### config.mk
export PLATFORM = sky130hd
export DESIGN_NAME = apb_master_ctrl
export DESIGN_NICKNAME = d
export VERILOG_FILES = /design/src/rtl/apb_master_ctrl.sv
export SDC_FILE = /design/constraint.sdc
export NUM_CORES = 1
export LEC_CHECK = 0
export ABC_AREA = 1
export BUFFER_PORTS_ARGS = -buffer_cell sky130_fd_sc_hd__buf_2
export CAP_MARGIN = 20
export CORE_ASPECT_RATIO = 1.75
export CORE_MARGIN = 8
export CORE_UTILIZATION = 24
export DETAILED_ROUTE_END_ITERATION = 12
export GPL_TIMING_DRIVEN = 0
export PLACE_DENSITY = 0.49
export SETUP_SLACK_MARGIN = 0.5
export SYNTH_ARGS = -nofsm -noshare
export SYNTH_HDL_FRONTEND = slang
export SYNTH_SLANG_ARGS = --single-unit
### constraint.sdc
create_clock -name cpu_clk -period 2.8 [get_ports cpu_clk]
set_input_delay 0.56 -clock cpu_clk [delete_from_list [all_inputs] [get_ports cpu_clk]]
set_output_delay 0.56 -clock cpu_clk [all_outputs]
set_load 0.03 [all_outputs]
### src/rtl/apb_master_ctrl.sv
// apb_master_ctrl: valid/ready command to single APB3 transfer master with wait-state timeout
module apb_master_ctrl #(
  parameter int ADDR_W  = 8,
  parameter int DATA_W  = 8,
  parameter int TIMEOUT = 16
) (
  input  logic              cpu_clk,
  input  logic              cpu_rstn,
  input  logic              cmd_valid,
  output logic              cmd_ready,
  input  logic              cmd_write,
  input  logic [ADDR_W-1:0] cmd_addr,
  input  logic [DATA_W-1:0] cmd_wdata,
  output logic              rsp_valid,
  output logic [DATA_W-1:0] rsp_rdata,
  output logic              rsp_err,
  output logic              rsp_timeout,
  output logic              cpu_psel,
  output logic              cpu_penable,
  output logic              cpu_pwrite,
  output logic [ADDR_W-1:0] cpu_paddr,
  output logic [DATA_W-1:0] cpu_pwdata,
  input  logic [DATA_W-1:0] cpu_prdata,
  input  logic              cpu_pready,
  input  logic              cpu_pslverr
);
  localparam int CW = (TIMEOUT > 0) ? $clog2(TIMEOUT + 1) : 1;
  localparam logic [CW-1:0] TO = CW'(TIMEOUT);
  typedef enum logic [1:0] {IDLE, SETUP, ACCESS} state_t;
  state_t state_q, state_d;
  logic ready_q, ready_d, psel_q, psel_d, pen_q, pen_d, pwrite_q, pwrite_d;
  logic [ADDR_W-1:0] paddr_q, paddr_d;
  logic [DATA_W-1:0] pwdata_q, pwdata_d, rdata_q, rdata_d;
  logic rvalid_q, rvalid_d, err_q, err_d, to_q, to_d;
  logic [CW-1:0] cnt_q, cnt_d, cnt_inc;
  logic abort;
  assign cnt_inc = (&cnt_q) ? cnt_q : cnt_q + 1'b1;
  // the counter value after this edge's low-pready cycle decides the abort, so pready still wins
  assign abort = (TIMEOUT != 0) && (cnt_inc == TO);
  always_comb begin
    state_d  = state_q;
    psel_d   = psel_q;
    pen_d    = pen_q;
    pwrite_d = pwrite_q;
    paddr_d  = paddr_q;
    pwdata_d = pwdata_q;
    cnt_d    = cnt_q;
    rvalid_d = 1'b0;
    rdata_d  = rdata_q;
    err_d    = err_q;
    to_d     = to_q;
    case (state_q)
      IDLE: if (cmd_valid && ready_q) begin
        state_d  = SETUP;
        paddr_d  = cmd_addr;
        pwrite_d = cmd_write;
        pwdata_d = cmd_write ? cmd_wdata : '0;
        psel_d   = 1'b1;
        pen_d    = 1'b0;
        cnt_d    = '0;
      end
      SETUP: begin
        state_d = ACCESS;
        pen_d   = 1'b1;
      end
      ACCESS: begin
        cnt_d = cnt_inc;
        if (cpu_pready || abort) begin
          state_d  = IDLE;
          psel_d   = 1'b0;
          pen_d    = 1'b0;
          pwrite_d = 1'b0;
          pwdata_d = '0;
          rvalid_d = 1'b1;
          err_d    = cpu_pready ? cpu_pslverr : 1'b1;
          to_d     = !cpu_pready;
          rdata_d  = (cpu_pready && !pwrite_q) ? cpu_prdata : '0;
        end
      end
      default: state_d = IDLE;
    endcase
    ready_d = (state_d == IDLE);
  end
  always_ff @(posedge cpu_clk or negedge cpu_rstn) begin
    if (!cpu_rstn) begin
      state_q  <= IDLE;
      ready_q  <= 1'b0;
      psel_q   <= 1'b0;
      pen_q    <= 1'b0;
      pwrite_q <= 1'b0;
      paddr_q  <= '0;
      pwdata_q <= '0;
      cnt_q    <= '0;
      rvalid_q <= 1'b0;
      rdata_q  <= '0;
      err_q    <= 1'b0;
      to_q     <= 1'b0;
    end else begin
      state_q  <= state_d;
      ready_q  <= ready_d;
      psel_q   <= psel_d;
      pen_q    <= pen_d;
      pwrite_q <= pwrite_d;
      paddr_q  <= paddr_d;
      pwdata_q <= pwdata_d;
      cnt_q    <= cnt_d;
      rvalid_q <= rvalid_d;
      rdata_q  <= rdata_d;
      err_q    <= err_d;
      to_q     <= to_d;
    end
  end
  assign cmd_ready   = ready_q;
  assign rsp_valid   = rvalid_q;
  assign rsp_rdata   = rdata_q;
  assign rsp_err     = err_q;
  assign rsp_timeout = to_q;
  assign cpu_psel    = psel_q;
  assign cpu_penable = pen_q;
  assign cpu_pwrite  = pwrite_q;
  assign cpu_paddr   = paddr_q;
  assign cpu_pwdata  = pwdata_q;
endmodule
; ---- Word level (Yosys, flattened, before mapping)
; Cells that the tools add are included.
[totals]
regBits = 38
in_bits = 30
out_inout_bits = 31
wordCells = 54
[op_classes]
n_addsub = 1
eq_ne = 5
n_mux = 21
n_reduce_logical = 15
[ops]
columns = op, n
row1 = $mux W8, 4
row2 = $pmux W8 S2, 1
row3 = $mux W5, 2
row4 = $pmux W5 S2, 1
row5 = $mux W1, 7
row6 = $pmux W2 S3, 1
row7 = $reduce_and A2 Y1, 3
row8 = $reduce_and A3 Y1, 2
row9 = $add A5 B1 Y5 const B, 1
row10 = $eq A5 B5 Y1 const B, 1
row11 = $reduce_and A5 Y1, 1
row12 = $logic_not A2 Y1, 2
row13 = $mux W2, 2
row14 = $ne A2 B2 Y1 const B, 2
row15 = $pmux W1 S2, 2
row16 = $pmux W1 S3, 1
row17 = $reduce_bool A3 Y1, 1
row18 = $eq A2 B1 Y1 const B, 1
row19 = $eq A2 B2 Y1 const B, 1
row20 = $logic_and A1 B1 Y1, 2
row21 = $logic_not A1 Y1, 2
row22 = $reduce_bool A2 Y1, 1
row23 = $logic_or A1 B1 Y1, 1

; ---- Longest topological paths before layout
; Gate-level depths: netlist of run 1.
[depth]
ltp_word = 7
ltp_mapped = 11
mapped_depth_nobuf = 10

; ---- Worst setup path after synthesis of run 1
; Ideal clock, no wire load.
[synth_timing]
path_kind = flip-flop to flip-flop
startpoint = register cnt_q[0]
endpoint = register err_q (netlist: rsp_err)
setup_ns = 0.119
t_arrival_ns = 1.404
setup_slack_ns = 1.277
stages_incl_launch_ff = 10
path_buffers = 1
path_cell_list = dfrtp_1 > ha_1 > xor2_1 > nor2_1 > nand3_1 > nand2_2 > nand2_4 > buf_6 > nand2_1 > o21ai_2
[synth_via]
elab_chain_len = 5
elab_cells_between_ends = 6
cone_classes = add/sub (1) / eq/ne (1) / mux (1) / reduce/logical (3)
[synth_rtl]
columns = element, line
row1 = start: declaration, 35  ; logic [CW-1:0] cnt_q, cnt_d, cnt_inc;
row2 = start signal: assignment, 106  ; cnt_q <= cnt_d;
row3 = $add A5 B1 Y5 / $reduce_and A5 Y1 (equally long branches), 37  ; assign cnt_inc = (&cnt_q) ? cnt_q : cnt_q + 1'b1;
row4 = $mux W5 (*), 37
row5 = $eq A5 B5 Y1 (*), 39  ; assign abort = (TIMEOUT != 0) && (cnt_inc == TO);
row6 = $logic_or A1 B1 Y1 (*), 68  ; if (cpu_pready || abort) begin
row7 = $reduce_and A2 Y1 (no source line) (*), n/a
row8 = end signal: assignment, 109  ; err_q <= err_d;
row9 = end: declaration, 34  ; logic rvalid_q, rvalid_d, err_q, err_d, to_q, to_d;
; Every way passes the cells marked *; elsewhere a longest branch is shown, timed or not.
; A chain may end at the register's enable or synchronous reset.

; ---- Worst setup path after layout of run 1
[layout_timing]
startpoint = register cnt_q[0]
endpoint = register pen_q (netlist: cpu_penable)
[layout_via]
elab_chain_len = 6
elab_cells_between_ends = 7
cone_classes = add/sub (1) / eq/ne (2) / mux (1) / reduce/logical (3)
[layout_rtl]
columns = element, line
row1 = $add A5 B1 Y5 / $reduce_and A5 Y1 (equally long branches), 37
row2 = $mux W5 (*), 37
row3 = $eq A5 B5 Y1 (*), 39
row4 = $logic_or A1 B1 Y1 (*), 68
row5 = $ne A2 B2 Y1 (no source line) (*), n/a
row6 = $reduce_and A3 Y1 (no source line) (*), n/a
row7 = end signal: assignment, 102  ; pen_q <= pen_d;
row8 = end: declaration, 31  ; logic ready_q, ready_d, psel_q, psel_d, pen_q, pen_d, pwrite_q, pwrite_d;
; Marks and branches as above.

==> reports/results.txt, run 1 <==
top cells by area, synth = dfrtp_1 57%, nand2_1 16%, o21ai_2 5.3%, nand3_1 3.9%, inv_1 3.2%
post-synth top area share = 0.5740
Cells after Synth = 182
Post-DRT Antenna Nets = 0
fin worst setup slack = 1.104 ns
GPL Wtd Cong = 0.7493
Top Layer Used = met4
dpl ws = 1.029 ns
clock buffer depth = 2
share of cells above drive strength 1 = 0.3589
initial antenna violation count = 0
Worst Path Arrival = 1.87 ns
post-synthesis sequential area ratio = 0.5740
setup_tns = 0 ns
WL/cell = 13.20 µm
PwrDens = 1170 nW/µm²
mux cell area share after synthesis = 0
Clock Latency Late Sink = 0.28 ns
Root Driver = clkbuf_16
Slew HR = 0.4004
Critical Path Start Type = flop
Crit-path slowest cell = dfrtp_1
Layout area overhead = 32.85%
die width = 78.81 µm
Die H = 125.9 µm
Avg Cell Area, Syn = 9.102 µm²
worst-path fanout max = 10
routed wl met2 = 2313 µm
Synth Area in XOR/XNOR = 0.005287
global route total overflow = 0
I/O pin total = 61
Setup Fix Bufs, Post-CTS = 0
final worst path period share = 0.6057
Yosys reg bits = 38
PortBufs = 60
DR DRC count = 0
number of H-tree levels = 2
crit-path max cell delay = 0.41 ns
RSZ-0062 raised after global routing = false
TritonCTS clock tree = yes
clk slew on worst S/H paths = 0.05 ns
Post-Syn Nets = 213
synth warn = 0
Min Clock Period, post-route = 1.696 ns
fmax = 0.5896 GHz
M1 wire length = 1724 µm
post-CTS sizing = 0
post-synth cell types = 18
Total Power = 2.575 mW
Yosys top cell by area = dfrtp_1
number of diodes = 0
Worst Hold Class = in -> async
status = completed
largest family of logic cells by synthesized area = simple AND/OR/NAND/NOR gates
largest net degree at the start of global routing = 39
CP Buf/Inv Count = 1
CP Data Required Time = 2.97 ns
# setup viols final = 0
hpwl dp = 3322 µm
vias in the first global route = 1487
Max-Cap Viols = 0
worst path cell trace = ha_1, nand3_2, nand2_1, nand2_1, nor2_1, nand3_1, nand2_2, nand2_4, buf_6, nand3_2, nand2_1
vias per cell = 4.217
Leak Pwr = 1.224 nW
number of nets in the layout = 280
post-synthesis compound-gate area fraction = 0.07931
first-pass GRT wire length = 7534 µm
hold buffers post-CTS = 0
Initial Util = 0.2452
# rows = 40
CP most frequent cell = nand2_1
DRT Pass-1 Iters = 4
Setup Crit Path Kind = reg -> reg
CP Capture Type = flop
CTS sink cnt = 38
Die ar. = 9922 µm²
core region area = 6756 µm²
WL met3 = 212 µm
Synth Area in Simple Gates = 0.2666
Post-Synth Adder-Cell Area = 0.007553
TritonCTS Buffers = 5
Pins Over Slew Limit = 0
Crit path max-delay family = simple AND/OR/NAND/NOR gates
GRT Resource Usage Total = 0.09813
Peak VDD IR = 0.0003495 V
Hold Violations, Final = 0
Worst Max-Slew Pin Slew = 0.8994 ns
total length of routed wires = 4383 µm
Clock Skews = 0.003532 ns
Synth Cell Area = 1657 µm²
First DRT Iteration DRCs = 60
Vias = 1400
synth_stat cells:
master,instances
buf_2,2
dfrtp_1,38
nand2_1,70
clkbuf_1,1
o21bai_1,1
nand4_1,2
nand2_4,1
buf_6,4
inv_1,14
o22ai_1,1
xor2_1,1
o21ai_0,6
o21ai_2,10
ha_1,1
nor2_1,11
nand3_1,13
nand3_2,3
nand2_2,3
report_power, final:
part | total [mW] | internal [mW] | switching, mW | leakage (nW)
logic | 1.13 | 0.337 | 0.793 | 0.666
registers | 0.891 | 0.769 | 0.123 | 0.490
clock network | 0.553 | 0.344 | 0.209 | 0.0688
total | 2.58 | 1.45 | 1.13 | 1.22
through the flow:
stage / instances / hold slack (ns) / area (µm²) / utilization
4_1_cts: 332 / 0.4376 / 2201 / 0.3257
3_3_place_gp: 326 / 0.4514 / 2062 / 0.3052
6_report: 332 / 0.3981 / 2201 / 0.3257
2_1_floorplan: 182 / 0.2644 / 1657 / -
3_5_place_dp: 326 / 0.4571 / 2062 / 0.3052
5_1_grt: 332 / 0.4652 / 2201 / 0.3257
layout make-up:
type / count / area (µm²)
flip-flops and latches: 38 / 950.9
multi-input cells: 123 / 594.3
fillers: 754 / 4556
clock buffers: 6 / 138.9
plain buffers: 7 / 58.81
inverters: 14 / 52.55
well taps: 84 / 105.1
repair buffers: 60 / 300.3
placed cells by master (no fill, tap or decap):
cell,n
nor2_1,11
buf_2,62
o21ai_0,6
o22ai_1,1
dfrtp_1,38
xor2_1,1
clkbuf_16,5
nand3_2,3
buf_6,4
nand2_4,1
nand3_1,13
clkbuf_1,1
inv_1,14
clkbuf_8,1
nand4_1,2
o21ai_2,10
nand2_1,70
ha_1,1
o21bai_1,1
nand2_2,3
logic make-up after synthesis:
kind of cell	after synthesis
and+or+nand+nor	103
buffers and inverters	21
DFF	38
AOI/OAI and AO/OA	18
adders and majority gates	1
xor gates and xnor gates	1
worst paths after layout:
kind	startpoint	endpoint	slack [ns]	cells after the start
worst max-delay path	cnt_q[0]	cpu_penable	1.10	11
worst min-delay path	cpu_rstn	cpu_paddr[1]	0.40	1
worst max register to register	cnt_q[0]	cpu_penable	1.10	11
worst min register to register	cpu_paddr[5]	cpu_paddr[5]	0.47	2
max in group asynchronous	cpu_rstn	cpu_pwdata[4]	1.83	1
min in group cpu_clk	cpu_paddr[5]	cpu_paddr[5]	0.47	2
sequential cells by signal, indices dropped and copies added (netlist names):
register	count
rsp_timeout	1
cnt_q	5
cpu_psel	1
rsp_valid	1
rsp_err	1
cpu_penable	1
rsp_rdata	8
cmd_ready	1
cpu_pwrite	1
cpu_paddr	8
cpu_pwdata	8
state_q	2
metal layers:
layer,track usage,up-vias
met5,0,-
met4,0.06257,0
met3,0.02849,7
met2,0.1716,36
met1,0.09733,654
li1,-,703
Power figures use the tool's default switching activity.
==> run 2, diff against run 1 <==
==> constraint.sdc (replaced) <==
create_clock -name cpu_clk -period 1.64 [get_ports cpu_clk]
set_input_delay 0.328 -clock cpu_clk [delete_from_list [all_inputs] [get_ports cpu_clk]]
set_output_delay 0.328 -clock cpu_clk [all_outputs]
set_load 0.03 [all_outputs]
==> reports/results.txt, run 2 (same netlist as run 1, synthesis figures left out) <==
commonest non-fill, non-tap cell in the layout = nand2_1
area of the multi-input gates = 787.0 µm²
Int Power = 3.513 mW
vias per cell = 4.216
number of nets in the layout = 316
Clock Skews = 0.006903 ns
Setup Crit Path Kind = reg -> reg
Layout area overhead = 79.23%
setup_tns = 0 ns
PortBufs = 60
Critical Path Start Type = flop
status = completed
Slew HR = 0.4014
crit-path max cell delay = 0.40 ns
TritonCTS Buffers = 5
Worst R2R End = rsp_timeout
Post-DRT Antenna Nets = 0
hpwl dp = 3342 µm
Crit path max-delay family = simple AND/OR/NAND/NOR gates
hold buffers post-CTS = 0
switching share of power = 0.3982
Seq pwr share = 0.279
Hold Violations, Final = 0
WP depth = 11
I/O pin total = 61
largest net degree at the start of global routing = 39
clock power share = 0.167
final worst path period share = 0.9789
dpl ws = -0.002431 ns
Die H = 125.9 µm
DRT Pass-1 Iters = 4
global route total overflow = 0
crit path capture = rsp_timeout
Fillers = 671
Peak VDD IR = 0.001007 V
PwrDens = 1966 nW/µm²
Leak Pwr = 1.533 nW
# rows = 40
Worst R2R Path Depth = 11
Min Clock Period, post-route = 1.605 ns
GPL Wtd Cong = 0.7964
clk slew on worst S/H paths = 0.06 ns
worst path cell trace = ha_4, nand3_2, nand2_2, nand2_1, nor2_2, nand3_2, nand2_2, nand2_4, clkbuf_16, nand2_4, o21ai_2
DR DRC count = 0
total length of routed wires = 5001 µm
Worst Max-Slew Pin Slew = 0.8979 ns
vias in the first global route = 1504
RSZ-0062 raised after global routing = true
WL/cell = 13.52 µm
Max-Cap Viols = 0
clock buffer depth = 2
placed instance count = 326
Crit-path slowest cell = dfrtp_2
CP Data Required Time = 1.81 ns
Pins Over Slew Limit = 0
Worst Hold Class = in -> async
number of diodes = 0
CP Buf/Inv Count = 1
First DRT Iteration DRCs = 43
share of cells above drive strength 1 = 0.5979
Die ar. = 9922 µm²
Clock Latency Late Sink = 0.28 ns
die width = 78.81 µm
Worst R2R Setup Slack = 0.03 ns
FF-to-FF Start = cnt_q[1]
CTS sink cnt = 38
CP Capture Type = flop
GRT Resource Usage Total = 0.09604
first-pass GRT wire length = 7465 µm
fin worst setup slack = 0.03465 ns
TritonCTS clock tree = yes
initial antenna violation count = 0
Combinational Power Share = 0.554
Root Driver = clkbuf_16
switching power = 2.325 mW
Vias = 1560
core region area = 6756 µm²
# setup viols final = 0
Initial Util = 0.2452
Total Power = 5.837 mW
CP startpoint = cnt_q[1]
number of H-tree levels = 2
Final Non-Filler Cells = 370
worst-path fanout max = 5
most frequent cells in the layout = 52 x nand2_1, 35 x buf_6, 35 x dfrtp_1, 31 x buf_4, 29 x buf_2
Worst Path Arrival = 1.78 ns
fmax = 0.6229 GHz
FF+latch area = 954.7 µm²
==> run 2: what timing repair did <==
| item | CTS | global route |
|---|---|---|
| cloned | 0 | 2 |
| buffers inserted | 14 | 20 |
| endpoints found under the setup margin | 67 | 68 |
| pin swaps | 1 | 10 |
| resized for setup | 71 | 51 |
==> run 2: routing by layer <==
layer  vias up  wire [µm]  track usage
li1        781          -            -
met1       734       1816      0.09544
met2        38       2855       0.1755
met3         7        234      0.02849
met4         0         94      0.04281
met5         -          0            0
==> run 2: how the worst min path moves through the flow <==
stage                            start            to  slack (ns)
after floorplan               cpu_rstn     cmd_ready        0.03
final                         cpu_rstn  rsp_rdata[4]        0.17
after global routing        cpu_pready   rsp_timeout        0.24
after detailed placement  cpu_paddr[7]  cpu_paddr[7]        0.45
after CTS                     cpu_rstn  rsp_rdata[2]        0.20
after global placement    cpu_paddr[0]  cpu_paddr[0]        0.45
==> run 2: power groups by stage <==
stage | Combinational [mW] | Clock, mW | Sequential, mW
2_1_floorplan | 0.825 | 0 | 2.20
3_3_place_gp | 2.06 | 0 | 1.57
3_5_place_dp | 2.07 | 0 | 1.57
4_1_cts | 2.69 | 1.00 | 1.62
5_1_grt | 3.47 | 1.04 | 1.66
6_report | 3.23 | 0.976 | 1.63
==> run 2: cell type report <==
cell class / instances / share of cell area
plain buffers: 7 / 0.03751
clock buffers: 7 / 0.04804
clock inverters: 1 / 0.001686
inverters: 14 / 0.01770
multi-input cells: 123 / 0.2651
flip-flops and latches: 38 / 0.3215
well taps: 84 / 0.03540
repair buffers: 96 / 0.2731
==> run 2: metrics by stage <==
step             util  hold WS [ns]  area, µm²
2_1_floorplan       -       0.03241       1735
3_3_place_gp   0.3169        0.4533       2141
3_5_place_dp   0.3169        0.4532       2141
4_1_cts        0.3874        0.2030       2618
5_1_grt        0.4394        0.2399       2969
6_report       0.4394        0.1693       2969
